`src/rtl/mau_pkg.sv`:
```
// Shared types and helpers for the load/store stage: FSM states, funct3 codes,
// rmem one-hot encodings and byte-lane masks.
package mau_pkg;

  typedef enum logic [1:0] {
    IDLE      = 2'd0,
    LOAD_RESP = 2'd1,
    RMW_MERGE = 2'd2
  } mau_state_t;

  localparam logic [2:0] F3_B  = 3'd0;
  localparam logic [2:0] F3_H  = 3'd1;
  localparam logic [2:0] F3_W  = 3'd2;
  localparam logic [2:0] F3_BU = 3'd4;
  localparam logic [2:0] F3_HU = 3'd5;

  localparam logic [4:0] RMEM_LB  = 5'b00001;
  localparam logic [4:0] RMEM_LH  = 5'b00010;
  localparam logic [4:0] RMEM_LW  = 5'b00100;
  localparam logic [4:0] RMEM_LBU = 5'b01000;
  localparam logic [4:0] RMEM_LHU = 5'b10000;

  function automatic logic load_f3_ok(input logic [2:0] f3);
    return (f3 == F3_B) || (f3 == F3_H) || (f3 == F3_W) || (f3 == F3_BU) || (f3 == F3_HU);
  endfunction

  function automatic logic store_f3_ok(input logic [2:0] f3);
    return (f3 == F3_B) || (f3 == F3_H) || (f3 == F3_W);
  endfunction

  function automatic logic [4:0] rmem_onehot(input logic [2:0] f3);
    case (f3)
      F3_B:    return RMEM_LB;
      F3_H:    return RMEM_LH;
      F3_W:    return RMEM_LW;
      F3_BU:   return RMEM_LBU;
      F3_HU:   return RMEM_LHU;
      default: return 5'b00000;
    endcase
  endfunction

  // Sub-word lanes never cross the word: a halfword picks its half by a[1] only.
  function automatic logic [3:0] lane_mask(input logic [1:0] size, input logic [1:0] a);
    case (size)
      2'd0:    return 4'b0001 << a;
      2'd1:    return a[1] ? 4'b1100 : 4'b0011;
      default: return 4'b1111;
    endcase
  endfunction

endpackage

```
`src/rtl/mau_align.sv`:
```
// Combinational lane logic: extracts/extends a load result from the memory word
// and merges sub-word store data into the word read back for read-modify-write.
module mau_align
  import mau_pkg::*;
(
  input  logic [2:0]  funct3,
  input  logic [1:0]  addr_lo,
  input  logic [31:0] load_data,
  input  logic [15:0] wdata,
  output logic [31:0] ld_result,
  output logic [31:0] st_merged
);

  logic [7:0]  byte_v;
  logic [15:0] half_v;
  logic [3:0]  lanes;
  logic [31:0] bit_mask;
  logic [31:0] rep_data;

  always_comb begin
    byte_v = 8'(load_data >> {addr_lo, 3'b000});
    half_v = addr_lo[1] ? load_data[31:16] : load_data[15:0];
    case (funct3)
      F3_B:    ld_result = {{24{byte_v[7]}}, byte_v};
      F3_H:    ld_result = {{16{half_v[15]}}, half_v};
      F3_BU:   ld_result = {24'd0, byte_v};
      F3_HU:   ld_result = {16'd0, half_v};
      default: ld_result = load_data;
    endcase
  end

  // Replicate the store data across the word, then keep only the addressed lanes.
  always_comb begin
    lanes    = lane_mask(funct3[1:0], addr_lo);
    bit_mask = '0;
    for (int i = 0; i < 4; i++) begin
      bit_mask[8*i +: 8] = {8{lanes[i]}};
    end
    rep_data  = (funct3[1:0] == 2'd0) ? {4{wdata[7:0]}} : {2{wdata}};
    st_merged = (load_data & ~bit_mask) | (rep_data & bit_mask);
  end

endmodule

```
`src/rtl/mem_access_unit.sv`:
```
// Load/store stage: loads return a registered writeback 2 edges after the request; SB/SH
// read-modify-write in 2 cycles, stall=1 on accept only. Option: MAU_MISALIGN_TRAP_EN.
module mem_access_unit
  import mau_pkg::*;
#(
  parameter int ADDR_W = 32,
  parameter int RD_W   = 5
) (
  input  logic              clk,
  input  logic              rst_n,
  input  logic              req_valid,
  input  logic              req_load,
  input  logic              req_store,
  input  logic [2:0]        req_funct3,
  input  logic [ADDR_W-1:0] req_addr,
  input  logic [31:0]       req_wdata,
  input  logic [RD_W-1:0]   req_rd,
  output logic              stall,
  output logic [3:0]        wmem,
  output logic [4:0]        rmem,
  output logic [31:0]       mem_addr,
  output logic [31:0]       store_data,
  input  logic [31:0]       load_data,
  output logic              wb_valid,
  output logic [RD_W-1:0]   wb_rd,
  output logic [31:0]       wb_data
`ifdef MAU_MISALIGN_TRAP_EN
  ,
  output logic              misalign,
  output logic [ADDR_W-1:0] misalign_addr
`endif
);

  mau_state_t        state;
  logic [ADDR_W-1:0] ctx_addr;
  logic [2:0]        ctx_funct3;
  logic [RD_W-1:0]   ctx_rd;
  logic [15:0]       ctx_wdata;

  logic        is_load, is_store, f3_ok, misal, legal, accept, multi_cycle;
  logic        stall_c;
  logic [3:0]  wmem_c;
  logic [4:0]  rmem_c;
  logic [31:0] store_data_c, mem_addr_c;
  logic [31:0] ld_result, st_merged;

  mau_align u_align (
    .funct3    (ctx_funct3),
    .addr_lo   (ctx_addr[1:0]),
    .load_data (load_data),
    .wdata     (ctx_wdata),
    .ld_result (ld_result),
    .st_merged (st_merged)
  );

  always_comb begin
    is_load  = req_load;
    is_store = req_store & ~req_load;
    f3_ok    = is_load ? load_f3_ok(req_funct3) : store_f3_ok(req_funct3);
    misal    = 1'b0;
`ifdef MAU_MISALIGN_TRAP_EN
    misal = ((req_funct3[1:0] == 2'd1) && req_addr[0]) ||
            ((req_funct3[1:0] == 2'd2) && (req_addr[1:0] != 2'd0));
`endif
    legal       = (state == IDLE) && req_valid && (is_load || is_store) && f3_ok;
    accept      = legal && !misal;
    multi_cycle = is_load || (req_funct3 != F3_W);
  end

  always_comb begin
    wmem_c       = '0;
    rmem_c       = '0;
    stall_c      = 1'b0;
    store_data_c = req_wdata;
    mem_addr_c   = 32'(req_addr >> 2);
    case (state)
      IDLE: begin
        if (accept) begin
          if (is_load) begin
            rmem_c  = rmem_onehot(req_funct3);
            stall_c = 1'b1;
          end else if (req_funct3 == F3_W) begin
            wmem_c = 4'b1111;
          end else begin
            rmem_c  = RMEM_LW;
            stall_c = 1'b1;
          end
        end
      end
      LOAD_RESP: mem_addr_c = 32'(ctx_addr >> 2);
      RMW_MERGE: begin
        mem_addr_c   = 32'(ctx_addr >> 2);
        wmem_c       = lane_mask(ctx_funct3[1:0], ctx_addr[1:0]);
        store_data_c = st_merged;
      end
      default: ;
    endcase
  end

  // Strobes are forced quiet while reset is asserted, even if a request is presented.
  assign wmem       = rst_n ? wmem_c  : 4'd0;
  assign rmem       = rst_n ? rmem_c  : 5'd0;
  assign stall      = rst_n ? stall_c : 1'b0;
  assign mem_addr   = mem_addr_c;
  assign store_data = store_data_c;

  always_ff @(posedge clk or negedge rst_n) begin
    if (!rst_n) begin
      state      <= IDLE;
      wb_valid   <= 1'b0;
      wb_rd      <= '0;
      wb_data    <= '0;
      ctx_addr   <= '0;
      ctx_funct3 <= '0;
      ctx_rd     <= '0;
      ctx_wdata  <= '0;
    end else begin
      wb_valid <= 1'b0;
      case (state)
        IDLE: begin
          if (accept && multi_cycle) begin
            ctx_addr   <= req_addr;
            ctx_funct3 <= req_funct3;
            ctx_rd     <= req_rd;
            ctx_wdata  <= req_wdata[15:0];
            state      <= is_load ? LOAD_RESP : RMW_MERGE;
          end
        end
        LOAD_RESP: begin
          wb_valid <= 1'b1;
          wb_rd    <= ctx_rd;
          wb_data  <= ld_result;
          state    <= IDLE;
        end
        RMW_MERGE: state <= IDLE;
        default:   state <= IDLE;
      endcase
    end
  end

`ifdef MAU_MISALIGN_TRAP_EN
  always_ff @(posedge clk or negedge rst_n) begin
    if (!rst_n) begin
      misalign      <= 1'b0;
      misalign_addr <= '0;
    end else begin
      misalign <= legal && misal;
      if (legal && misal) misalign_addr <= req_addr;
    end
  end
`endif

endmodule
```
`config.mk`:
```
export PLATFORM = sky130hd
export DESIGN_NAME = mem_access_unit
export DESIGN_NICKNAME = d
export VERILOG_FILES = /design/src/rtl/mau_pkg.sv /design/src/rtl/mau_align.sv /design/src/rtl/mem_access_unit.sv
export SDC_FILE = /design/constraint.sdc
export NUM_CORES = 1
export LEC_CHECK = 0
export ABC_AREA = 1
export CAP_MARGIN = 10
export CORE_MARGIN = 3
export CORE_UTILIZATION = 32
export CTS_CLUSTER_DIAMETER = 120
export CTS_CLUSTER_SIZE = 8
export DETAILED_ROUTE_END_ITERATION = 12
export HOLD_SLACK_MARGIN = 0.02
export SYNTH_ARGS = -nofsm -noshare
export SYNTH_HDL_FRONTEND = slang
export SYNTH_SLANG_ARGS = --single-unit
```
`constraint.sdc`:
```
create_clock -name clk -period 2.7 [get_ports clk]
set_input_delay 0.54 -clock clk [delete_from_list [all_inputs] [get_ports clk]]
set_output_delay 0.54 -clock clk [all_outputs]
set_load 0.05 [all_outputs]
```
==> results.md <==
- Status: completed
- Design area: slightly above 9000 um2
- Placed cell areas: between 8000 and 9000 um2
- Antenna-violating nets left: 0
- Cells after Synth: 855
- Mean area per synthesized cell: around 6.9 um2
- Syn-to-layout area delta: 55.0%
- Total Wirelength: 20700 um
- Most common cell after layout, fill and taps aside: nand2_1
- Min-Delay Path Class: input pin to async pin
- Drt pass-1 iters: 4
- CP required: approximately 2.2 ns
- R2R cell count: 9
- DRC viols: 0
- Yosys top cell area share: 40.8%
- # nets final: between 1000 and 1500
- Worst Hold Slack: ~0.041 ns
- Post-synth EDFFs: 0
- Clock Skews: between 0.006 and 0.007 ns
- Total congestion overflow: 0
- Critical Path AT: 2.01 ns
- Most frequent cells in the layout: 312 x nand2_1, 145 x clkdlybuf4s50_1, 101 x o21ai_0, 95 x dfrtp_1, 90 x inv_1
- Min Tclk post-route: approximately 2.5 ns
- Max Cap Violations: 0
- CTS root buffer: clkbuf_16
- Initial antenna violation count: 3
- Total global-route track usage: ~20%
- Distinct cells, synth: 34
- Die Width: 142 um
- Busiest grt layer: met2
- Met1 usage: about a quarter
- I/O Buffers: 218
- Routed length per placed instance: 16.1 um
- Inst Count DP: about 1300
- Post-synth design cell area: just under 6000 um2
- Non-Filler Instances: 1285
- Worst-Skew Late Latency: 0.35 ns
- First-pass GRT wire length: between 30000 and 40000 um
- CTS Buffer Depth: 2
- Critical path endpoint category: primary output
- P per Cell Area: 1560 nW/um2
- Row count: 48
- Largest cells by area after synthesis: dfrtp_1 41%, nand2_1 20%, o21ai_0 8.6%, inv_1 5.7%, a21oi_1 3.6%
- Initial core utilization: between 30% and 40%
- Hold Fails Final Rpt: 0
- Worst-path clk slew: 0.07 ns
- Maximum level of the CTS H-tree: 3
- Fin. max-slew vios: 0
- Main synth FF type: dfrtp_1
- Maximum clock rate: a little under 0.4 GHz
- Starting DRT DRC Count: between 400 and 500
- Final Wtd Congestion: between 0.9 and 1
- Slew @ Worst Pin: around 0.76 ns
- Clock Sinks: between 90 and 100
- CP Class: input pin to primary output
- IO Pins: approximately 220
- Die height: around 140 um
- Via count: roughly 6100
- Peak supply drop: between 0.8 and 0.9 mV
- CTS Buf Count: 9
- P_leak: between 4 and 5 nW
- Share of the yosys chip area belonging to registers: 40.8%
- CTS tree: yes
- Worst R2R Setup Slack: 0.86 ns
- Routing usage on met2: between 30% and 40%
- Die area: between 20000 and 25000 um2
- ANT cells: 0
- Final setup violation count: 0
- Yosys reg bits: 96
- Post-DP HPWL: 15800 um
- RSZ-0062 raised after global routing: true
- R2r endpoint: ctx_funct3[0]
- Met3 Track Usage GR: around 7.3%
- Cts-stage hold buffer count: 0
- Worst R2R Start: state[0]
- Share of layout cells above drive strength 1: approximately 15%
- Vias per inst: around 4.8
- Slew headroom: 49.5%
- Yosys warns: 0
- Vias in the first global route: about 5900
- Core area: 17700 um2
- Pin count of the biggest net entering global routing: a little over 60
- Fin crit share: between 90% and 100%
- Startpoint types: input pin
- Async SR Flop Fraction: between 90% and 100%
- Post-synth top area cell: dfrtp_1
- Max FO, Critical Path: 4
[cell type report]
class / count / area (um2)
Fill cell: 1738 / 8520
Timing Repair Buffer: 239 / 2900
Multi-Input combinational cell: 614 / 2850
Sequential cell: 96 / 2400
Inverter: 95 / 364
Tap cell: 225 / 282
Clock buffer: 9 / 225
Clock inverter: 7 / 119
[synth_stat cells, drive strengths merged (3+ instances only)]
cell type  instances
o21bai             5
o22ai              8
ha                 3
nand2            324
nand3             30
or2               16
clkbuf            22
o21ai            107
dfrtp             96
inv               95
nor2              55
buf               29
a21oi             43
o211ai            16
[stage by stage]
stage                     worst slack, ns  setup TNS, ns  util (%)  power (mW)
after floorplan                  0.000840              0         -        8.72
after global placement             0.0636              0      49.5        12.7
after detailed placement           0.0351              0      49.5        12.7
after CTS                          0.0344              0      51.4        14.3
after global routing            -0.000598      -0.000598      51.7        15.1
final                               0.153              0      51.7        14.2
[repair_timing]
| action | CTS | global route |
|---|---|---|
| endpoints found under the setup margin | 0 | 24 |
| resized for setup | 0 | 8 |
| endpoints found under the hold margin | 0 | 0 |
| buffers inserted | 0 | 2 |
[worst max-delay path, stage by stage]
cell             delay [ns]
clkdlybuf4s50_1        0.44
inv_2                  0.10
nand2_1                0.08
nor2_2                 0.12
nand2_2                0.06
inv_1                  0.08
nand3_2                0.18
a21oi_2                0.25
buf_12                 0.16
[state kept, by name, summed over array words and instances, names as in the netlist]
signal and count:
ctx_addr 32, ctx_funct3 3, ctx_rd 5, ctx_wdata 16, state 2, wb_data 32, wb_rd 5, wb_valid 1
[report_power, final]
part	switching [mW]	internal [mW]	leakage, nW
logic	6.33	3.81	3.14
clock network	0.597	0.910	0.167
registers	0.436	2.14	1.17
total	7.36	6.86	4.48
[per-layer routing]
metal / vias to the layer above / share of wire, % / wire length [um]
li1: 3090 / - / -
met1: 2757 / 42 / 8640
met2: 239 / 46 / 9430
met3: 37 / 9.8 / 2040
met4: 6 / 2.7 / 558
met5: - / 0.20 / 41
[worst max path at each step]
stage / to / cells past startpoint / startpoint / slack [ns]
2_1_floorplan: rmem[1] / 6 / state[0] / 0.0008
3_3_place_gp: wmem[1] / 9 / req_funct3[2] / 0.06
3_5_place_dp: wmem[1] / 9 / req_funct3[2] / 0.04
4_1_cts: wmem[1] / 9 / req_funct3[2] / 0.03
5_1_grt: store_data[26] / 7 / state[0] / -0.0006
6_report: wmem[3] / 9 / req_funct3[2] / 0.15
[kinds of logic (layout without fill, tap and decap cells)]
logic type | count (synthesis) | count (layout) | share of synthesized area, %
DFF | 96 | 96 | 40.8
AOI/OAI and AO/OA | 180 | 180 | 16.6
buffers and inverters | 146 | 350 | 11.5
other | 1 | 2 | 0.0636
and+or+nand+nor | 429 | 429 | 30.5
adders and majority gates | 3 | 3 | 0.637
Note: power is estimated with default switching activity, not from simulation.
